<file path="config.mk">
export PLATFORM = sky130hd
export DESIGN_NAME = button_conditioner
export DESIGN_NICKNAME = d
export VERILOG_FILES = /design/src/rtl/button_pkg.sv /design/src/rtl/btn_channel.sv /design/src/rtl/button_conditioner.sv
export SDC_FILE = /design/constraint.sdc
export NUM_CORES = 1
export LEC_CHECK = 0
export BUFFER_PORTS_ARGS = -buffer_cell sky130_fd_sc_hd__buf_2
export CAP_MARGIN = 20
export CORE_MARGIN = 2
export CORE_UTILIZATION = 56
export DETAILED_ROUTE_END_ITERATION = 8
export GPL_ROUTABILITY_DRIVEN = 0
export GPL_TIMING_DRIVEN = 1
export PLACE_DENSITY = 0.74
export SYNTH_ARGS = -nofsm -noshare
export SYNTH_HDL_FRONTEND = slang
export SYNTH_HIERARCHICAL = 1
export SYNTH_SLANG_ARGS = --single-unit
</file>
<file path="constraint.sdc">
create_clock -name clock -period 3.22 [get_ports clock]
set_clock_uncertainty 0.2 [all_clocks]
set_input_delay 0.161 -clock clock [delete_from_list [all_inputs] [get_ports clock]]
set_output_delay 0.161 -clock clock [all_outputs]
set_load 0.05 [all_outputs]
</file>
<file path="src/rtl/button_pkg.sv">
// Shared constants and FSM encoding for the front-panel button conditioner.
// The auto-repeat feature is enabled by defining BUTTON_AUTOREPEAT_EN.
package button_pkg;

  localparam int NUM_BTN  = 4;
  localparam int BTN_SET  = 0;
  localparam int BTN_INCR = 1;
  localparam int BTN_DCR  = 2;
  localparam int BTN_DATE = 3;

  // Only incr/dcr are allowed to auto-repeat.
  localparam logic [NUM_BTN-1:0] REPEAT_MASK = NUM_BTN'((1 << BTN_INCR) | (1 << BTN_DCR));

  typedef enum logic [1:0] {
    ST_IDLE   = 2'd0,
    ST_HELD   = 2'd1,
    ST_REPEAT = 2'd2
  } btn_state_e;

  function automatic int cnt_width(input int n);
    return (n <= 2) ? 1 : $clog2(n);
  endfunction

  function automatic int max_int(input int a, input int b);
    return (a > b) ? a : b;
  endfunction

endpackage

</file>
<file path="src/rtl/btn_channel.sv">
// One button channel: 2-flop synchronizer, debounce counter and press/hold FSM.
// With BUTTON_AUTOREPEAT_EN defined, REPEAT_ALLOWED channels emit repeat pulses.
module btn_channel
  import button_pkg::*;
#(
  parameter int DEBOUNCE_CYCLES = 20000,
`ifdef BUTTON_AUTOREPEAT_EN
  parameter int REPEAT_DELAY    = 2000000,
  parameter int REPEAT_RATE     = 500000,
`endif
  parameter bit REPEAT_ALLOWED  = 1'b0
) (
  input  logic       clock,
  input  logic       reset_n,
  input  logic       raw,
`ifdef BUTTON_AUTOREPEAT_EN
  input  logic       inhibit,
`endif
  output logic       level,
  output logic       pulse,
  output btn_state_e state
);

  localparam int              DB_W    = cnt_width(DEBOUNCE_CYCLES);
  localparam logic [DB_W-1:0] DB_LAST = DB_W'(DEBOUNCE_CYCLES - 1);

  logic            sync_q1, sync_q2;
  logic [DB_W-1:0] db_cnt, db_cnt_next;
  logic            level_next;
  logic            pulse_next;
  btn_state_e      state_next;

  always_ff @(posedge clock or negedge reset_n) begin
    if (!reset_n) begin
      sync_q1 <= 1'b0;
      sync_q2 <= 1'b0;
    end else begin
      sync_q1 <= raw;
      sync_q2 <= sync_q1;
    end
  end

  // Count consecutive synchronized samples that disagree with the accepted level.
  always_comb begin
    level_next  = level;
    db_cnt_next = '0;
    if (sync_q2 != level) begin
      if (db_cnt == DB_LAST) begin
        level_next = ~level;
      end else begin
        db_cnt_next = db_cnt + 1'b1;
      end
    end
  end

  always_ff @(posedge clock or negedge reset_n) begin
    if (!reset_n) begin
      db_cnt <= '0;
      level  <= 1'b0;
      pulse  <= 1'b0;
      state  <= ST_IDLE;
    end else begin
      db_cnt <= db_cnt_next;
      level  <= level_next;
      pulse  <= pulse_next;
      state  <= state_next;
    end
  end

`ifdef BUTTON_AUTOREPEAT_EN
  localparam int                HOLD_W     = cnt_width(max_int(REPEAT_DELAY, REPEAT_RATE));
  localparam logic [HOLD_W-1:0] DELAY_LAST = HOLD_W'(REPEAT_DELAY - 1);
  localparam logic [HOLD_W-1:0] RATE_LAST  = HOLD_W'(REPEAT_RATE - 1);

  logic [HOLD_W-1:0] hold_cnt, hold_cnt_next;
  logic [HOLD_W-1:0] hold_cnt_inc;

  assign hold_cnt_inc = (&hold_cnt) ? hold_cnt : hold_cnt + 1'b1;

  // Level edges take priority; the conflict inhibit parks the channel in HELD.
  always_comb begin
    state_next    = state;
    hold_cnt_next = hold_cnt;
    pulse_next    = 1'b0;
    if (level && !level_next) begin
      state_next    = ST_IDLE;
      hold_cnt_next = '0;
    end else if (!level && level_next) begin
      state_next    = ST_HELD;
      hold_cnt_next = '0;
      pulse_next    = 1'b1;
    end else begin
      case (state)
        ST_HELD: begin
          if (inhibit) begin
            hold_cnt_next = '0;
          end else if (REPEAT_ALLOWED && hold_cnt == DELAY_LAST) begin
            state_next    = ST_REPEAT;
            hold_cnt_next = '0;
            pulse_next    = 1'b1;
          end else begin
            hold_cnt_next = hold_cnt_inc;
          end
        end
        ST_REPEAT: begin
          if (inhibit) begin
            state_next    = ST_HELD;
            hold_cnt_next = '0;
          end else if (hold_cnt == RATE_LAST) begin
            hold_cnt_next = '0;
            pulse_next    = 1'b1;
          end else begin
            hold_cnt_next = hold_cnt_inc;
          end
        end
        default: hold_cnt_next = '0;
      endcase
    end
  end

  always_ff @(posedge clock or negedge reset_n) begin
    if (!reset_n) begin
      hold_cnt <= '0;
    end else begin
      hold_cnt <= hold_cnt_next;
    end
  end
`else
  always_comb begin
    state_next = state;
    pulse_next = 1'b0;
    if (level && !level_next) begin
      state_next = ST_IDLE;
    end else if (!level && level_next) begin
      state_next = ST_HELD;
      pulse_next = 1'b1;
    end
  end
`endif

  no_repeat_on_fixed: assert property (@(posedge clock) disable iff (!reset_n)
    REPEAT_ALLOWED || state != ST_REPEAT);

endmodule

</file>
<file path="src/rtl/button_conditioner.sv">
// Four-button conditioner (set/incr/dcr/date) feeding the clock core.
// Define BUTTON_AUTOREPEAT_EN to enable hold-to-repeat on incr and dcr.
module button_conditioner
  import button_pkg::*;
#(
  parameter int DEBOUNCE_CYCLES = 20000,
  parameter int REPEAT_DELAY    = 2000000,
  parameter int REPEAT_RATE     = 500000
) (
  input  logic               clock,
  input  logic               reset_n,
  input  logic [NUM_BTN-1:0] btn_raw,
  output logic [NUM_BTN-1:0] btn_level,
  output logic [NUM_BTN-1:0] btn_pulse,
  output logic [NUM_BTN-1:0] repeating
);

  localparam bit CFG_OK = (DEBOUNCE_CYCLES >= 1) && (REPEAT_DELAY >= 1) && (REPEAT_RATE >= 1);

  btn_state_e chan_state [NUM_BTN];

`ifdef BUTTON_AUTOREPEAT_EN
  // Holding incr and dcr together is treated as a conflict: no repeats on either.
  logic conflict;
  assign conflict = btn_level[BTN_INCR] & btn_level[BTN_DCR];
`endif

  for (genvar i = 0; i < NUM_BTN; i++) begin : g_chan
    btn_channel #(
      .DEBOUNCE_CYCLES (DEBOUNCE_CYCLES),
`ifdef BUTTON_AUTOREPEAT_EN
      .REPEAT_DELAY    (REPEAT_DELAY),
      .REPEAT_RATE     (REPEAT_RATE),
`endif
      .REPEAT_ALLOWED  (REPEAT_MASK[i])
    ) u_chan (
      .clock   (clock),
      .reset_n (reset_n),
      .raw     (btn_raw[i]),
`ifdef BUTTON_AUTOREPEAT_EN
      .inhibit (REPEAT_MASK[i] & conflict),
`endif
      .level   (btn_level[i]),
      .pulse   (btn_pulse[i]),
      .state   (chan_state[i])
    );

    level_matches_state: assert property (@(posedge clock) disable iff (!reset_n)
      (chan_state[i] != ST_IDLE) == btn_level[i]);
  end

`ifdef BUTTON_AUTOREPEAT_EN
  always_comb begin
    repeating = '0;
    for (int i = 0; i < NUM_BTN; i++) begin
      repeating[i] = (chan_state[i] == ST_REPEAT);
    end
  end
`else
  assign repeating = '0;
`endif

  cfg_valid: assert property (@(posedge clock) CFG_OK);
  fixed_chan_no_repeat: assert property (@(posedge clock)
    !repeating[BTN_SET] && !repeating[BTN_DATE]);

endmodule

</file>
Word level (Yosys, flattened, before mapping)
Cells that the tools add are included.

Flip-flop bits (word level): 76. Bits of input ports: 6. Output and inout bits: 12. Word-level logic and storage cells: 76.

$add $sub $neg: 4. Eq/ne operators: 8. Muxes and demuxes: 24. Bitwise logic cells: 4. Reductions and logical operators: 16.

Operators with widths (count): 15-bit 2-to-1 mux (8); 15-bit by 1-bit adder with 15-bit output, second input constant (4); 15-bit equality test, second input constant (4); 1-bit 2-to-1 mux (16); 1-bit logical AND (8); 1-bit logical NOT (8); 1-bit != test (4); 1-bit NOT (4).

Depth between registers and ports, before layout
Gate-level depths: netlist of run 1.

Word-level depth: 6. Mapped depth: 7. Mapped depth without buffers: 5.

By module
The synthesis of run 1 kept the hierarchy.

By module, submodules not included: btn_channel (times used 4, cells each 87, area each 940.9 µm², seq. area each 500.5 µm²); button_conditioner (times used 1, cells each 5, area each 33.8 µm², seq. area each 0.0 µm²).

Least setup slack after synthesis of run 1
Ideal clock, no wire load.

Kind: register to register. From: reg g_chan[0].u_chan.db_cnt[0]. To: reg g_chan[0].u_chan/state[0] (netlist name). Setup time: 0.130 ns. Arrival time: 1.939 ns. Required time: 2.890 ns. Path slack: 0.951 ns. Cell stages (with the launch flop): 9. Path buffers: 1. Clock period less this slack: 2.269 ns. Path through: dfrtp_1 ha_1 and4_1 buf_2 nand4_2 mux2_2 ha_1 nor4_1 a21oi_1.

RTL lines: from (decl) (RTL line btn_channel.sv:28) `logic [DB_W-1:0] db_cnt, db_cnt_next;`; from (signal assigned) (RTL line btn_channel.sv:63) `db_cnt <= db_cnt_next;`.

Final worst setup path of run 1
From: reg g_chan[3].u_chan.db_cnt[0]. To: reg g_chan[3].u_chan.pulse.

Cells in the longest elaborated chain, start to end: 6. Elaborated cells on any way between the ends: 8. Classes of those cells: eq/ne (1); mux (4); reduce/logical (3).

Ends and longest elaborated chain: from (decl) (RTL line btn_channel.sv:28); from (signal assigned) (RTL line btn_channel.sv:63); 15-bit equality test (*) (RTL line btn_channel.sv:48) `if (db_cnt == DB_LAST) begin`; 1-bit 2-to-1 mux (*) (RTL line btn_channel.sv:48); 1-bit 2-to-1 mux (*) (RTL line btn_channel.sv:47) `if (sync_q2 != level) begin`; 1-bit logical AND / 1-bit logical NOT (equally long branches) (RTL line btn_channel.sv:134, btn_channel.sv:132); 1-bit 2-to-1 mux / 1-bit logical AND (equally long branches) (RTL line btn_channel.sv:134, btn_channel.sv:132); 1-bit 2-to-1 mux (*) (RTL line btn_channel.sv:132) `if (level && !level_next) begin`; via g_chan[3].u_chan.pulse_next (RTL line btn_channel.sv:30) `logic pulse_next;`; to (signal assigned) (RTL line btn_channel.sv:65) `pulse <= pulse_next;`; to (decl) (RTL line btn_channel.sv:20) `output logic pulse,`.

The timed path passes the listed nets; every way through them passes the cells marked *.

==> metrics.txt, run 1 <==
outcome=complete, no violations; post-DP HPWL=3680 um; cells on worst reg2reg path=5; vertical extent of the die=84.1 um; largest delay contributor family on the critical path=simple AND/OR/NAND/NOR gates; count of buffers from port buffering=13; signal arrival time at the worst endpoint=1.95 ns; initial standard-cell utilization of the core=0.572; min Tclk post-route=1.92 ns; via count of the first global-routing pass=2263; top achievable clock speed=0.520 GHz; share of final-layout standard cells stronger than drive strength 1=0.149; count of antenna-violating nets left after detailed routing=0; CTS Buf Count=9; worst skew pair latency=0.34 ns; leakage power=1.75 nW; number of cells traversed by the worst hold path=0; Layout fillers=514; endpoint required time on the critical path=3.25 ns; cell depth of the worst setup path=5; Clock Tree Buf Depth=2; Worst Tran Pin Value=0.909 ns; mean instance size in the synthesized netlist=10.9 um2; overall overflow remaining after global route=0; sort of element at the start of the critical path=flip-flop; placement row count=29; number of antenna cells inserted=0; top-level port count=18; GRT Overall Usage=0.175; Power Total=1.91 mW; Sinks on Clock Net=76; number of instances in the synthesized netlist=329; Max rail drop VDD=0.000298 V; clock tree root buffer cell=clkbuf_8; highest-delay cell along the critical path=dfrtp_1; overall die area=7070 um2; Worst setup EP type=flip-flop; maximum fanout along the worst path=6; number of setup buffers added after CTS=0; antenna violations before repair=0; horizontal die dimension=84.1 um; Cell Area, Synth=3590 um2; vias after detailed routing=2303; maximum number of pins on one net before global-route repair=77; sequential cell area=1900 um2; ratio of final minimum period to clock period=0.598; wire length of the first global-routing pass=9910 um; Final Hold Violating Endpoints=0; filler-free cell count of the finished design=427; Std-Cell Core Area=6280 um2; power density normalized to cell area=482 nW/um2; post-DR wirelength/cell=13.0 um; initial DRC count=110; max-cap check violation count=0; H-tree depth=3; Worst Path Buf+Inv=0; routed via count divided by cell count=5.39; unrepaired setup endpoints after global routing=false; Hold Buf Count CTS=5; Hold/Removal Path Class=reg2reg; final total negative setup slack=0 ns; Placed Cells=406; post-CTS resize count=0; number of design rule violations left after detail routing=0; most common cell type on the critical path=ha_1; CTS tree=built; # setup viols final=0; fin. max-slew vios=0; final wirelength=5540 um; highest cell delay on the worst timing path=0.40 ns; path type of the worst setup path=reg2reg; critical path cell sequence=ha_1 > and4_1 > nand4_2 > mux2_2 > ha_1; remaining max-slew budget at the tightest pin=0.394; clock slew at reported path FFs=0.08 ns; Layout Nets=359; synthesis-to-layout area growth=10.2%; area of the multi-input gates=1590 um2; number of warnings printed during yosys synthesis=6; detailed-router iteration count before antenna repair=4
==> per-stage QoR <==
step / utilization / hold WS (ns) / worst slack (ns) / cell area (um2)
2_1_floorplan: - / -0.335 / 1.35 / 3600
3_3_place_gp: 0.584 / 0.0700 / 1.36 / 3670
3_5_place_dp: 0.584 / 0.0709 / 1.31 / 3670
4_1_cts: 0.630 / 0.153 / 1.28 / 3960
5_1_grt: 0.630 / 0.159 / 1.19 / 3960
6_report: 0.630 / 0.148 / 1.30 / 3960
==> registers in the layout (all words and copies together), names as in the netlist <==
register	count
g_chan.u_chan/level	4
g_chan.u_chan/db_cnt	60
g_chan.u_chan/pulse	4
g_chan.u_chan/sync_q1	4
g_chan.u_chan/sync_q2	4
==> worst reg2reg max path, stage by stage, from the launching register on <==
cell     delay, ns
dfrtp_1       0.40
ha_1          0.24
and4_1        0.28
nand4_2       0.15
mux2_2        0.35
ha_1          0.18
==> cell type report <==
cell class | count | area share
Timing Repair Buffer | 18 | 0.0297
Clock inverter | 6 | 0.0285
Inverter | 4 | 0.00379
Multi-Input combinational cell | 236 | 0.401
Tap cell | 77 | 0.0243
Clock buffer | 10 | 0.0322
Sequential cell | 76 | 0.481
==> worst paths after layout <==
check	slack (ns)	to	startpoint
max	1.30	g_chan[3].u_chan/pulse$_DFF_PN0_	g_chan[3].u_chan/db_cnt[0]$_DFF_PN0_
min	0.15	g_chan[0].u_chan/sync_q2$_DFF_PN0_	g_chan[0].u_chan/sync_q1$_DFF_PN0_
min in group asynchronous	0.30	g_chan[1].u_chan/db_cnt[2]$_DFF_PN0_	reset_n
max reg2reg	1.30	g_chan[3].u_chan/pulse$_DFF_PN0_	g_chan[3].u_chan/db_cnt[0]$_DFF_PN0_
max in group asynchronous	1.94	g_chan[1].u_chan/db_cnt[0]$_DFF_PN0_	reset_n
min reg2reg	0.15	g_chan[0].u_chan/sync_q2$_DFF_PN0_	g_chan[0].u_chan/sync_q1$_DFF_PN0_
==> report_power, final <==
group | switching (mW) | internal (mW)
Sequential | 0.0120 | 0.971
Combinational | 0.0498 | 0.0196
Clock | 0.339 | 0.516
Total | 0.401 | 1.51
==> cell usage in the layout, fill, tap and decap left out <==
cell type      instances
ha_1                   8
buf_2                 12
dlygate4sd3_1          5
and3_1                 4
nand2_2                4
xnor2_1               24
bufinv_16              3
nand2_1               16
nand3_1               12
buf_4                  1
nor4_1                 8
and2_1                 4
nand4_2                4
nor3_1                 8
nor2_1                60
nor4_2                 4
clkbuf_8               9
inv_1                  4
and4bb_2               4
mux2_2                 8
xor2_1                32
clkinv_4               2
and4_1                12
clkinv_2               1
conb_1                 4
clkbuf_1               1
dfrtp_1               76
nand4_1               20
==> metal layers <==
| metal | part of all wire | up-vias | global-route usage |
|---|---|---|---|
| li1 | - | 1153 | - |
| met1 | 0.48 | 1119 | 0.220 |
| met2 | 0.48 | 29 | 0.284 |
| met3 | 0.033 | 2 | 0.0613 |
| met4 | 0.0065 | 0 | 0.0587 |
| met5 | 0 | - | 0 |
Note: power is estimated with default switching activity, not from simulation.
==> inputs of run 2 (changes only) <==
--- a/config.mk
+++ b/config.mk
@@ -8,11 +8,11 @@
 export BUFFER_PORTS_ARGS = -buffer_cell sky130_fd_sc_hd__buf_2
 export CAP_MARGIN = 20
 export CORE_MARGIN = 2
-export CORE_UTILIZATION = 56
+export CORE_UTILIZATION = 55
 export DETAILED_ROUTE_END_ITERATION = 8
 export GPL_ROUTABILITY_DRIVEN = 0
 export GPL_TIMING_DRIVEN = 1
-export PLACE_DENSITY = 0.74
+export PLACE_DENSITY = 0.75
 export SYNTH_ARGS = -nofsm -noshare
 export SYNTH_HDL_FRONTEND = slang
 export SYNTH_HIERARCHICAL = 1
==> constraint.sdc (replaced) <==
create_clock -name clock -period 1.6 [get_ports clock]
set_clock_uncertainty 0.2 [all_clocks]
set_input_delay 0.08 -clock clock [delete_from_list [all_inputs] [get_ports clock]]
set_output_delay 0.08 -clock clock [all_outputs]
set_load 0.05 [all_outputs]
==> run 2 against run 1 <==
Effect of this change:
- the run now ends with negative setup slack left
- maximum frequency rose by 10%
- critical path type unchanged
- register-to-register slack got worse by 1.4 ns
- via count up 17%
- non-clock buffer count increased by 65
- combinational power rose to 3.2 times the previous value
- global-route usage is 5.1 points higher
- power increased by 110%
- cell count is 15% higher
==> metrics.txt, run 2 (synthesis gave the netlist of run 1 again) <==
synthesis-to-layout area growth=35.2%; number of antenna cells inserted=0 (unchanged); Worst setup EP type=flip-flop; ratio of final minimum period to clock period=1.09 (+0.491); leakage power=2.26 nW (+29%); Std-Cell Core Area=6350 um2 (+1.2%); placement row count=29 (unchanged); power density normalized to cell area=831 nW/um2 (+72%); outcome=complete, but fails checks; CTS tree=built; Hold/Removal Path Class=in2async; Final Hold Violating Endpoints=0 (unchanged); number of flip-flops under the largest register name=60 (unchanged); Comb power frac=0.055 (+0.019); detailed-router iteration count before antenna repair=4 (unchanged); Post-Place Cell Area=4190 um2 (+14%); R2R Path Start=g_chan[1].u_chan/db_cnt[1]$_DFF_PN0_; share of final-layout standard cells stronger than drive strength 1=0.361 (+0.213); wire length of the first global-routing pass=12800 um (+29%); maximum number of pins on one net before global-route repair=77 (unchanged); H-tree depth=3 (unchanged); Switching Share=0.224 (+0.0137); most frequent standard cell in the layout excluding fill and tap cells=dfrtp_1; initial DRC count=151 (+37%); worst skew pair latency=0.36 ns (+0.02 ns); top-level port count=18 (unchanged); filler-free cell count of the finished design=492 (+15%); count of antenna-violating nets left after detailed routing=0 (unchanged); post-DR wirelength/cell=16.3 um (+26%); number of design rule violations left after detail routing=0 (unchanged); antenna violations before repair=0 (unchanged); Worst R2R Setup Slack=-0.14 ns (-1.44 ns); top achievable clock speed=0.574 GHz (+10%); via count of the first global-routing pass=2716 (+20%); min Tclk post-route=1.74 ns (-0.182 ns); final wirelength=8010 um (+45%); initial standard-cell utilization of the core=0.566 (-0.00654); post-DP HPWL=4500 um (+22%); clock tree root buffer cell=clkbuf_8; GRT Overall Usage=0.226 (+0.0512); part of the power in the clock network=0.453 (+0.005); CTS Buf Count=9 (unchanged); Final WS setup=-0.142 ns (-1.44 ns); Power Total=4.04 mW (+110%); switching power=0.904 mW (+130%); Sinks on Clock Net=76 (unchanged); cells on worst reg2reg path=5 (unchanged); overall overflow remaining after global route=0 (unchanged); capturing point of the worst reg2reg path=g_chan[1].u_chan/pulse$_DFF_PN0_; fin. max-slew vios=0 (unchanged); # setup viols final=24 (+24); sort of element at the start of the critical path=flip-flop; worst hold slack=0.0633 ns (-0.0845 ns); overall die area=7190 um2 (+1.7%); unrepaired setup endpoints after global routing=true; Layout Nets=424 (+18%); path type of the worst setup path=reg2reg; commonest cells after routing, fill and taps aside=dfrtp_1, nor2_1, buf_4, xor2_1, xnor2_1; vias after detailed routing=2706 (+17%); Final Instance Area=4860 um2 (+23%); maximum fanout along the worst path=3 (-3); count of buffers from port buffering=13 (unchanged); endpoint required time on the critical path=1.65 ns (-1.60 ns); vertical extent of the die=84.8 um (+0.86%); Layout fillers=375 (-27%); Clock Tree Buf Depth=2 (unchanged); register with the highest flop count=g_chan.u_chan/db_cnt; sequential power share=0.491 (-0.024); horizontal die dimension=84.8 um (+0.86%); internal power=3.13 mW (+110%); Placed Cells=460 (+13%); violated checks=negative setup slack; max-cap check violation count=0 (unchanged); Max rail drop VDD=0.000843 V (+180%); routed via count divided by cell count=5.50 (+2.0%); clock slew at reported path FFs=0.08 ns (about the same); signal arrival time at the worst endpoint=1.79 ns (-0.16 ns)
==> run 2: through the flow <==
step / util / setup WS, ns / setup TNS (ns)
floorplan: - / -0.104 / -0.416
global placement: 0.660 / -0.0521 / -1.58
detailed placement: 0.660 / -0.0966 / -3.26
CTS: 0.722 / -0.0892 / -0.332
global route: 0.765 / -0.167 / -3.00
finish: 0.765 / -0.142 / -0.789
==> run 2: what timing repair did <==
| item | 4_1_cts | 5_1_grt |
|---|---|---|
| setup endpoints to repair | 51 | 64 |
| pin swaps | 2 | 26 |
| hold endpoints to repair | 80 | 0 |
| hold buffers | 5 | 0 |
| resized for setup | 17 | 35 |
| setup buffers | 2 | 9 |
==> run 2: final cells by class <==
| type | instances | area, um2 | share of cell area |
|---|---|---|---|
| clock buffer | 11 | 141 | 0.0291 |
| clock inverter | 5 | 108 | 0.0221 |
| inverter | 4 | 15.0 | 0.00309 |
| multi-input combinational | 236 | 1940 | 0.399 |
| sequential | 76 | 1900 | 0.391 |
| tap | 77 | 96.3 | 0.0198 |
| timing repair buffer | 83 | 656 | 0.135 |
==> run 2: worst max path at each step <==
stage,startpoint,to,cells after the start
after floorplan,g_chan[0].u_chan/db_cnt[0]$_DFF_PN0_,g_chan[0].u_chan/pulse$_DFF_PN0_,6
after global placement,g_chan[2].u_chan/db_cnt[7]$_DFF_PN0_,g_chan[2].u_chan/db_cnt[13]$_DFF_PN0_,5
after detailed placement,g_chan[2].u_chan/db_cnt[0]$_DFF_PN0_,g_chan[2].u_chan/db_cnt[4]$_DFF_PN0_,6
after CTS,g_chan[1].u_chan/db_cnt[13]$_DFF_PN0_,g_chan[1].u_chan/pulse$_DFF_PN0_,4
after global routing,g_chan[1].u_chan/db_cnt[1]$_DFF_PN0_,g_chan[1].u_chan/pulse$_DFF_PN0_,5
final,g_chan[1].u_chan/db_cnt[1]$_DFF_PN0_,g_chan[1].u_chan/pulse$_DFF_PN0_,5
==> run 2: worst max-delay path, stage by stage, from the launching register on <==
cell and delay (ns):
dfrtp_1 0.40, ha_2 0.20, and4_4 0.23, nand4_4 0.13, mux2_4 0.34, ha_4 0.15
==> run 2: power by group through the flow <==
stage	registers (mW)	clock network [mW]	logic, mW
floorplan	2.01	0	0.0910
global placement	2.01	0	0.169
detailed placement	2.02	0	0.174
CTS	1.98	1.85	0.190
global route	1.99	1.95	0.249
finish	1.98	1.83	0.223
==> run 2: per-layer routing <==
metal  routed length, um  vias up  global-route usage
li1                    -     1280                   -
met1                3520     1355               0.306
met2                4060       55               0.363
met3                 273       16              0.0545
met4                 164        0              0.0779
met5                   0        -                   0
